--- src/rtl/substitui_bytes_pkg.sv ---
// Shared AES SubBytes definitions: block geometry and the forward S-box table.
// Also used by the key schedule's SubWord so both paths share one table.
package substitui_bytes_pkg;

  localparam int BLOCK_W = 128;
  localparam int NBYTES  = BLOCK_W / 8;

  // FIPS-197 forward S-box, indexed by the input byte.
  localparam logic [7:0] SBOX_TABLE [0:255] = '{
    8'h63, 8'h7c, 8'h77, 8'h7b, 8'hf2, 8'h6b, 8'h6f, 8'hc5, 8'h30, 8'h01, 8'h67, 8'h2b, 8'hfe, 8'hd7, 8'hab, 8'h76,
    8'hca, 8'h82, 8'hc9, 8'h7d, 8'hfa, 8'h59, 8'h47, 8'hf0, 8'had, 8'hd4, 8'ha2, 8'haf, 8'h9c, 8'ha4, 8'h72, 8'hc0,
    8'hb7, 8'hfd, 8'h93, 8'h26, 8'h36, 8'h3f, 8'hf7, 8'hcc, 8'h34, 8'ha5, 8'he5, 8'hf1, 8'h71, 8'hd8, 8'h31, 8'h15,
    8'h04, 8'hc7, 8'h23, 8'hc3, 8'h18, 8'h96, 8'h05, 8'h9a, 8'h07, 8'h12, 8'h80, 8'he2, 8'heb, 8'h27, 8'hb2, 8'h75,
    8'h09, 8'h83, 8'h2c, 8'h1a, 8'h1b, 8'h6e, 8'h5a, 8'ha0, 8'h52, 8'h3b, 8'hd6, 8'hb3, 8'h29, 8'he3, 8'h2f, 8'h84,
    8'h53, 8'hd1, 8'h00, 8'hed, 8'h20, 8'hfc, 8'hb1, 8'h5b, 8'h6a, 8'hcb, 8'hbe, 8'h39, 8'h4a, 8'h4c, 8'h58, 8'hcf,
    8'hd0, 8'hef, 8'haa, 8'hfb, 8'h43, 8'h4d, 8'h33, 8'h85, 8'h45, 8'hf9, 8'h02, 8'h7f, 8'h50, 8'h3c, 8'h9f, 8'ha8,
    8'h51, 8'ha3, 8'h40, 8'h8f, 8'h92, 8'h9d, 8'h38, 8'hf5, 8'hbc, 8'hb6, 8'hda, 8'h21, 8'h10, 8'hff, 8'hf3, 8'hd2,
    8'hcd, 8'h0c, 8'h13, 8'hec, 8'h5f, 8'h97, 8'h44, 8'h17, 8'hc4, 8'ha7, 8'h7e, 8'h3d, 8'h64, 8'h5d, 8'h19, 8'h73,
    8'h60, 8'h81, 8'h4f, 8'hdc, 8'h22, 8'h2a, 8'h90, 8'h88, 8'h46, 8'hee, 8'hb8, 8'h14, 8'hde, 8'h5e, 8'h0b, 8'hdb,
    8'he0, 8'h32, 8'h3a, 8'h0a, 8'h49, 8'h06, 8'h24, 8'h5c, 8'hc2, 8'hd3, 8'hac, 8'h62, 8'h91, 8'h95, 8'he4, 8'h79,
    8'he7, 8'hc8, 8'h37, 8'h6d, 8'h8d, 8'hd5, 8'h4e, 8'ha9, 8'h6c, 8'h56, 8'hf4, 8'hea, 8'h65, 8'h7a, 8'hae, 8'h08,
    8'hba, 8'h78, 8'h25, 8'h2e, 8'h1c, 8'ha6, 8'hb4, 8'hc6, 8'he8, 8'hdd, 8'h74, 8'h1f, 8'h4b, 8'hbd, 8'h8b, 8'h8a,
    8'h70, 8'h3e, 8'hb5, 8'h66, 8'h48, 8'h03, 8'hf6, 8'h0e, 8'h61, 8'h35, 8'h57, 8'hb9, 8'h86, 8'hc1, 8'h1d, 8'h9e,
    8'he1, 8'hf8, 8'h98, 8'h11, 8'h69, 8'hd9, 8'h8e, 8'h94, 8'h9b, 8'h1e, 8'h87, 8'he9, 8'hce, 8'h55, 8'h28, 8'hdf,
    8'h8c, 8'ha1, 8'h89, 8'h0d, 8'hbf, 8'he6, 8'h42, 8'h68, 8'h41, 8'h99, 8'h2d, 8'h0f, 8'hb0, 8'h54, 8'hbb, 8'h16
  };

  function automatic logic [7:0] sbox_lookup(input logic [7:0] b);
    return SBOX_TABLE[b];
  endfunction

endpackage

--- src/rtl/substitui_bytes_aes_sbox.sv ---
// Single-byte AES forward S-box: purely combinational table lookup.
module aes_sbox
  import substitui_bytes_pkg::*;
(
  input  logic [7:0] din_i,
  output logic [7:0] dout_o
);

  assign dout_o = sbox_lookup(din_i);

endmodule

--- src/rtl/substitui_bytes.sv ---
// AES SubBytes over a 128-bit state: 16 independent S-box lanes feeding a
// registered output with a matching valid flag (1-cycle latency, full rate).
module substitui_bytes
  import substitui_bytes_pkg::*;
(
  input  logic               clk,
  input  logic               rst_n,
  input  logic [BLOCK_W-1:0] bloco,
  input  logic               in_valid,
  output logic [BLOCK_W-1:0] saida,
  output logic               out_valid
);

  logic [BLOCK_W-1:0] saida_d;
  logic [BLOCK_W-1:0] saida_q;
  logic               out_valid_q;

  for (genvar i = 0; i < NBYTES; i++) begin : g_lane
    aes_sbox u_sbox (
      .din_i  (bloco[8*i +: 8]),
      .dout_o (saida_d[8*i +: 8])
    );
  end

  // The data register only loads on accepted blocks so saida holds between them.
  always_ff @(posedge clk or negedge rst_n) begin
    if (!rst_n) begin
      saida_q     <= '0;
      out_valid_q <= 1'b0;
    end else begin
      // NOTE: non-blocking assignments keep every register sampling pre-edge values.
      out_valid_q <= in_valid;
      if (in_valid) begin
        saida_q <= saida_d;
      end
    end
  end

  assign saida     = saida_q;
  assign out_valid = out_valid_q;

endmodule

--- config.mk ---
export PLATFORM = sky130hd
export DESIGN_NAME = substitui_bytes
export DESIGN_NICKNAME = d
export VERILOG_FILES = /design/src/rtl/substitui_bytes_pkg.sv /design/src/rtl/substitui_bytes_aes_sbox.sv /design/src/rtl/substitui_bytes.sv
export SDC_FILE = /design/constraint.sdc
export NUM_CORES = 2
export LEC_CHECK = 0
export CAP_MARGIN = 0
export CORE_MARGIN = 8
export CORE_UTILIZATION = 30
export CTS_CLUSTER_DIAMETER = 120
export DETAILED_ROUTE_END_ITERATION = 8
export REMOVE_ABC_BUFFERS = 1
export SLEW_MARGIN = 15
export SYNTH_ARGS = -nofsm -noshare
export SYNTH_HDL_FRONTEND = slang
export SYNTH_HIERARCHICAL = 1
export SYNTH_SLANG_ARGS = --single-unit
--- constraint.sdc ---
create_clock -name clk -period 1.3 [get_ports clk]
set_input_delay 0.26 -clock clk [delete_from_list [all_inputs] [get_ports clk]]
set_output_delay 0.26 -clock clk [all_outputs]
set_load 0.05 [all_outputs]
# ---- Word level (Yosys, flattened, before mapping)
# Memory sizes are Yosys's and may differ from the RTL's. A register that Yosys moved wholly into a read port is not among the register bits.
# Index checks and enable logic that the tools add are counted.
dict set report totals {
  ff_bits 1
  mem_bits_ro 32768
  in_bits 131
  output_inout_bits 129
  wordCells 49
  n_memories 16
}
dict set report op_classes {
  bitwise 16
  n_reduce_logical 16
}
# name words width rd rd_ports_with_merged_regs wr line_no
set mem_list {}
lappend mem_list {{(no name shown)} 256 8 1 1 0 substitui_bytes_pkg.sv:29} ;# return SBOX_TABLE[b];
lappend mem_list {{(no name shown)} 256 8 1 1 0 substitui_bytes_pkg.sv:29}
lappend mem_list {{(no name shown)} 256 8 1 1 0 substitui_bytes_pkg.sv:29}
lappend mem_list {{(no name shown)} 256 8 1 1 0 substitui_bytes_pkg.sv:29}
lappend mem_list {{(no name shown)} 256 8 1 1 0 substitui_bytes_pkg.sv:29}
lappend mem_list {{(no name shown)} 256 8 1 1 0 substitui_bytes_pkg.sv:29}
lappend mem_list {{+10 memories} - - - - - -}
# operator n
set op_table {}
lappend op_table {{8-bit NOT with 9-bit output} 16}
lappend op_table {{1-bit logical NOT} 16}

# ---- Depth between registers and ports, before layout
dict set report depth {
  word_depth 1
  depth_mapped 12
  mapped_depth_nobuf 9
}

# ---- By module
# The synthesis kept the hierarchy.
# module n_inst cells_per_inst area_per_inst_um2 seq_area_each_um2
set by_module_without_submodules {}
lappend by_module_without_submodules {{aes_sbox at g_lane[0].u_sbox ...} 12 510 3103.0 0.0}
lappend by_module_without_submodules {{aes_sbox at g_lane[6].u_sbox ...} 4 507 3179.3 0.0}
lappend by_module_without_submodules {substitui_bytes 1 271 4847.1 3228.1}

# ---- Worst setup path after synthesis
# Ideal clock, no wire load.
dict set report synth_timing {
  path_type {input to register}
  start {in bloco[49]}
  end {reg saida_q[49] (netlist: saida[49])}
  setup_ns 0.125
  t_arrival_ns 2.525
  required_time_ns 1.175
  path_slack_ns -1.349
  cell_stages 10
  path_buffers 3
  cell_sequence {buf_2 > clkbuf_1 > inv_1 > ha_1 > clkbuf_1 > and2_1 > o311ai_0 > a221oi_1 > o221ai_2 > mux2_2}
}
dict set report synth_via {
  elab_chain_cells 1
}
# item line_no
set synth_lines {}
lappend synth_lines {{start, declared} substitui_bytes.sv:8} ;# input logic [BLOCK_W-1:0] bloco,
lappend synth_lines {{8-bit NOT with 9-bit output (implied by the code)} substitui_bytes_pkg.sv:29}
lappend synth_lines {{end, declared} substitui_bytes.sv:15} ;# logic [BLOCK_W-1:0] saida_q;
# Every way passes these cells.

# ---- Final worst setup path
dict set report layout_timing {
  start {in bloco[120]}
  end {reg saida_q[127] (netlist: saida[127])}
}
# Same word-level chain as after synthesis.

==> impl_metrics.ini <==
[clocking]
cts_root_buf = clkbuf_16
cts_made_buffers = 17
numClockSinks = 129
cts_tree = done
ctsHtreeMaxLevel = 4
clk-insertion-delay-late_ns = 0.58
clock_path_buffers = 2
clk_pin_slew_ns = 0.09

[placement]
dp_hpwl_um = 284000
port_buffers = 259
post-place-ws_ns = -2.07
place_congestion = 1.07
placed_cells = 13400
placed_cell_area_mm2 = 0.0832

[worst_setup_path]
worstPathMaxFanout = 6
worstRegToRegCells = 2
crit_type = in2reg
reg2reg_to = saida[81]$_DFFE_PN0P_
arrival_ns = 2.44
cp_cell_sequence = buf_8 > inv_8 > ha_4 > nor2b_2 > buf_4 > buf_6 > o31ai_4 > a31oi_4 > a2111oi_2 > buf_4 > a31oi_4 > mux2i_2 > mux2_4
cp_slowest_cell = mux2i_2
r2r_setup_slack_ns = 0.29
slowest_delay_ns = 0.27
worstReg2RegStart = saida[81]$_DFFE_PN0P_
cp-end-kind = register
critPathLaunchType = input pin
crit_required_ns = 1.83

[layout]
syn_to_final_growth_pct = 91.4
fillers = 16100
fin_util = 0.575
layout-drive-gt1-share = 0.551
fin_cells = 13900
finish.instance_area_mm2 = 0.105
final_nets = 11900

[yosys]
synth_top_area_share = 0.0654
synth.yosys.warnings = 6
synth_most_common_cell = nand2_1
ys_ff_latch = 129
syn_avg_cell_area_um2 = 6.51
ys_top_cells_by_count = nand2_1, o21ai_0, a21oi_1
synthDistinctLibCells = 85
ys_async_sr_fraction = 1.00
synth.top_cells.by_area = o21ai_0, a21oi_1, dfrtp_1, ha_1, nand2_1
synth_area_mm2 = 0.0548
synth_largest_area_cell = o21ai_0
syn_inst = 8419
ys_seq_area_frac = 0.0589
synth_edf_count = 0
synthFlopType = dfrtp_1

[routing]
drt_iter0_drc = 13500
vias = 92000
first_pass_iters = 8
wl_per_cell_um = 27.9
routed_wirelength_um = 388000
drc_errors = 0
ant_nets = 0
vias_per_cell = 6.61

[sta]
setup_viol = 257
hold_violations = 0
slew_viol_final = 0
relSlewSlack = 0.550
finalClockSkew_ns = 0
fin_crit_sh = 1.47
rsz0062_at_grt = true
fin_ws_ns = -0.608
setup_tns_ns = -75.91
period_needed_ns = 1.91
fmaxAchievable_mhz = 524
tightestPinTransition_ns = 0.671

[min_path]
hp-class = in2async

[pwr]
power.density_mw_per_mm2 = 585
clkPwrFrac = 0.108
max-vdd-ir-drop_uv = 726
intPower_uw = 31300
p_leak_uw = 0.0437
power.share.combinational = 0.795
seqPwrFrac = 0.098
p_sw_uw = 30100
switching_share = 0.490

[run]
drv_cap = 0

[die]
die_area_mm2 = 0.197
coreArea_mm2 = 0.182
io_pins = 260
initial_utilization = 0.301
rows = 157
die_h_um = 443
die_x_um = 443

[global_routing]
grt_max_degree = 53
antenna_found_initial = 4
grt_first_pass_wirelength_um = 566000
grt_overflow_total = 0
grt_pass1_vias = 88000
track_usage = 0.362

[run_status]
violations = negative setup slack
status = finished with violations
cell type report:
type	count	area [um^2]	share of cell area
Antenna cell	2	5.00	0.0000477
Clock buffer	19	453	0.00432
Clock inverter	12	205	0.00196
Inverter	156	853	0.00814
Multi-Input combinational cell	7084	58900	0.561
Sequential cell	129	3260	0.0311
Tap cell	2385	2980	0.0284
Timing Repair Buffer	4127	38300	0.365
metrics by stage:
stage          total power [uW]  hold WS (ns)
5_1_grt                   63300         0.100
3_5_place_dp              43800         0.145
3_3_place_gp              44000         0.143
4_1_cts                   57000        0.0621
2_1_floorplan             20300       -0.0356
6_report                  61300         0.107
flip-flops by register name (all words and copies together) (netlist names):
register / count
out_valid: 1
saida: 128
metal layers:
layer / vias to the layer above / GRT usage / wire length [um]
li1: 38800 / - / -
met2: 7563 / 0.569 / 168000
met1: 43500 / 0.453 / 144000
met4: 2 / 0.227 / 33300
met5: - / 0 / 13
met3: 2187 / 0.0741 / 42900
power by group through the flow:
| stage | logic (uW) | registers, uW | clock network, uW |
|---|---|---|---|
| floorplan | 12200 | 8040 | 0 |
| global placement | 38000 | 6020 | 0 |
| detailed placement | 37800 | 6010 | 0 |
| CTS | 44100 | 5980 | 6840 |
| global route | 50300 | 6080 | 6920 |
| finish | 48700 | 5990 | 6620 |
placed cells by master, fill, tap and decap left out, drive strengths merged, types with 240 or more instances in the layout:
cell type     n
a311oi      256
buf        4072
nand3       416
nor2        540
a31oi       264
o21ai       796
a21oi       692
o211ai      256
nand2       796
ha          240
nand2b      320
critical path, delay by kind of cell:
kind            cells  cell delay (ns)
mux                 2             0.47
compound gates      4             0.66
buf+inv             5             0.69
simple gates        1             0.15
fa+ha+maj           1             0.20
repair_timing:
item | 4_1_cts | 5_1_grt
endpoints found under the hold margin | 129 | 0
setup endpoints to repair | 257 | 257
setup buffers | 364 | 186
hold buffers | 1 | 0
resized for setup | 3058 | 1125
pin swaps | 830 | 682
cloned | 25 | 4
how the worst max path moves through the flow:
stage	start	end	slack [ns]	cells after the start
after CTS	bloco[33]	saida[34]$_DFFE_PN0P_	-0.52	11
after global routing	bloco[57]	saida[62]$_DFFE_PN0P_	-0.62	12
after detailed placement	bloco[33]	saida[39]$_DFFE_PN0P_	-2.07	13
after floorplan	bloco[3]	saida[0]$_DFFE_PN0P_	-1.13	7
after global placement	bloco[97]	saida[103]$_DFFE_PN0P_	-2.15	11
final	bloco[120]	saida[127]$_DFFE_PN0P_	-0.61	13
cells by family after synthesis:
| kind of cell | count (synthesis) | synth area share |
|---|---|---|
| fa+ha+maj | 240 | 0.0548 |
| flops | 129 | 0.0589 |
| xor+xnor | 4 | 0.000639 |
| mux | 272 | 0.0658 |
| simple gates | 2924 | 0.265 |
| buf+inv | 1206 | 0.102 |
| compound gates | 3644 | 0.452 |
Power figures use the tool's default switching activity.
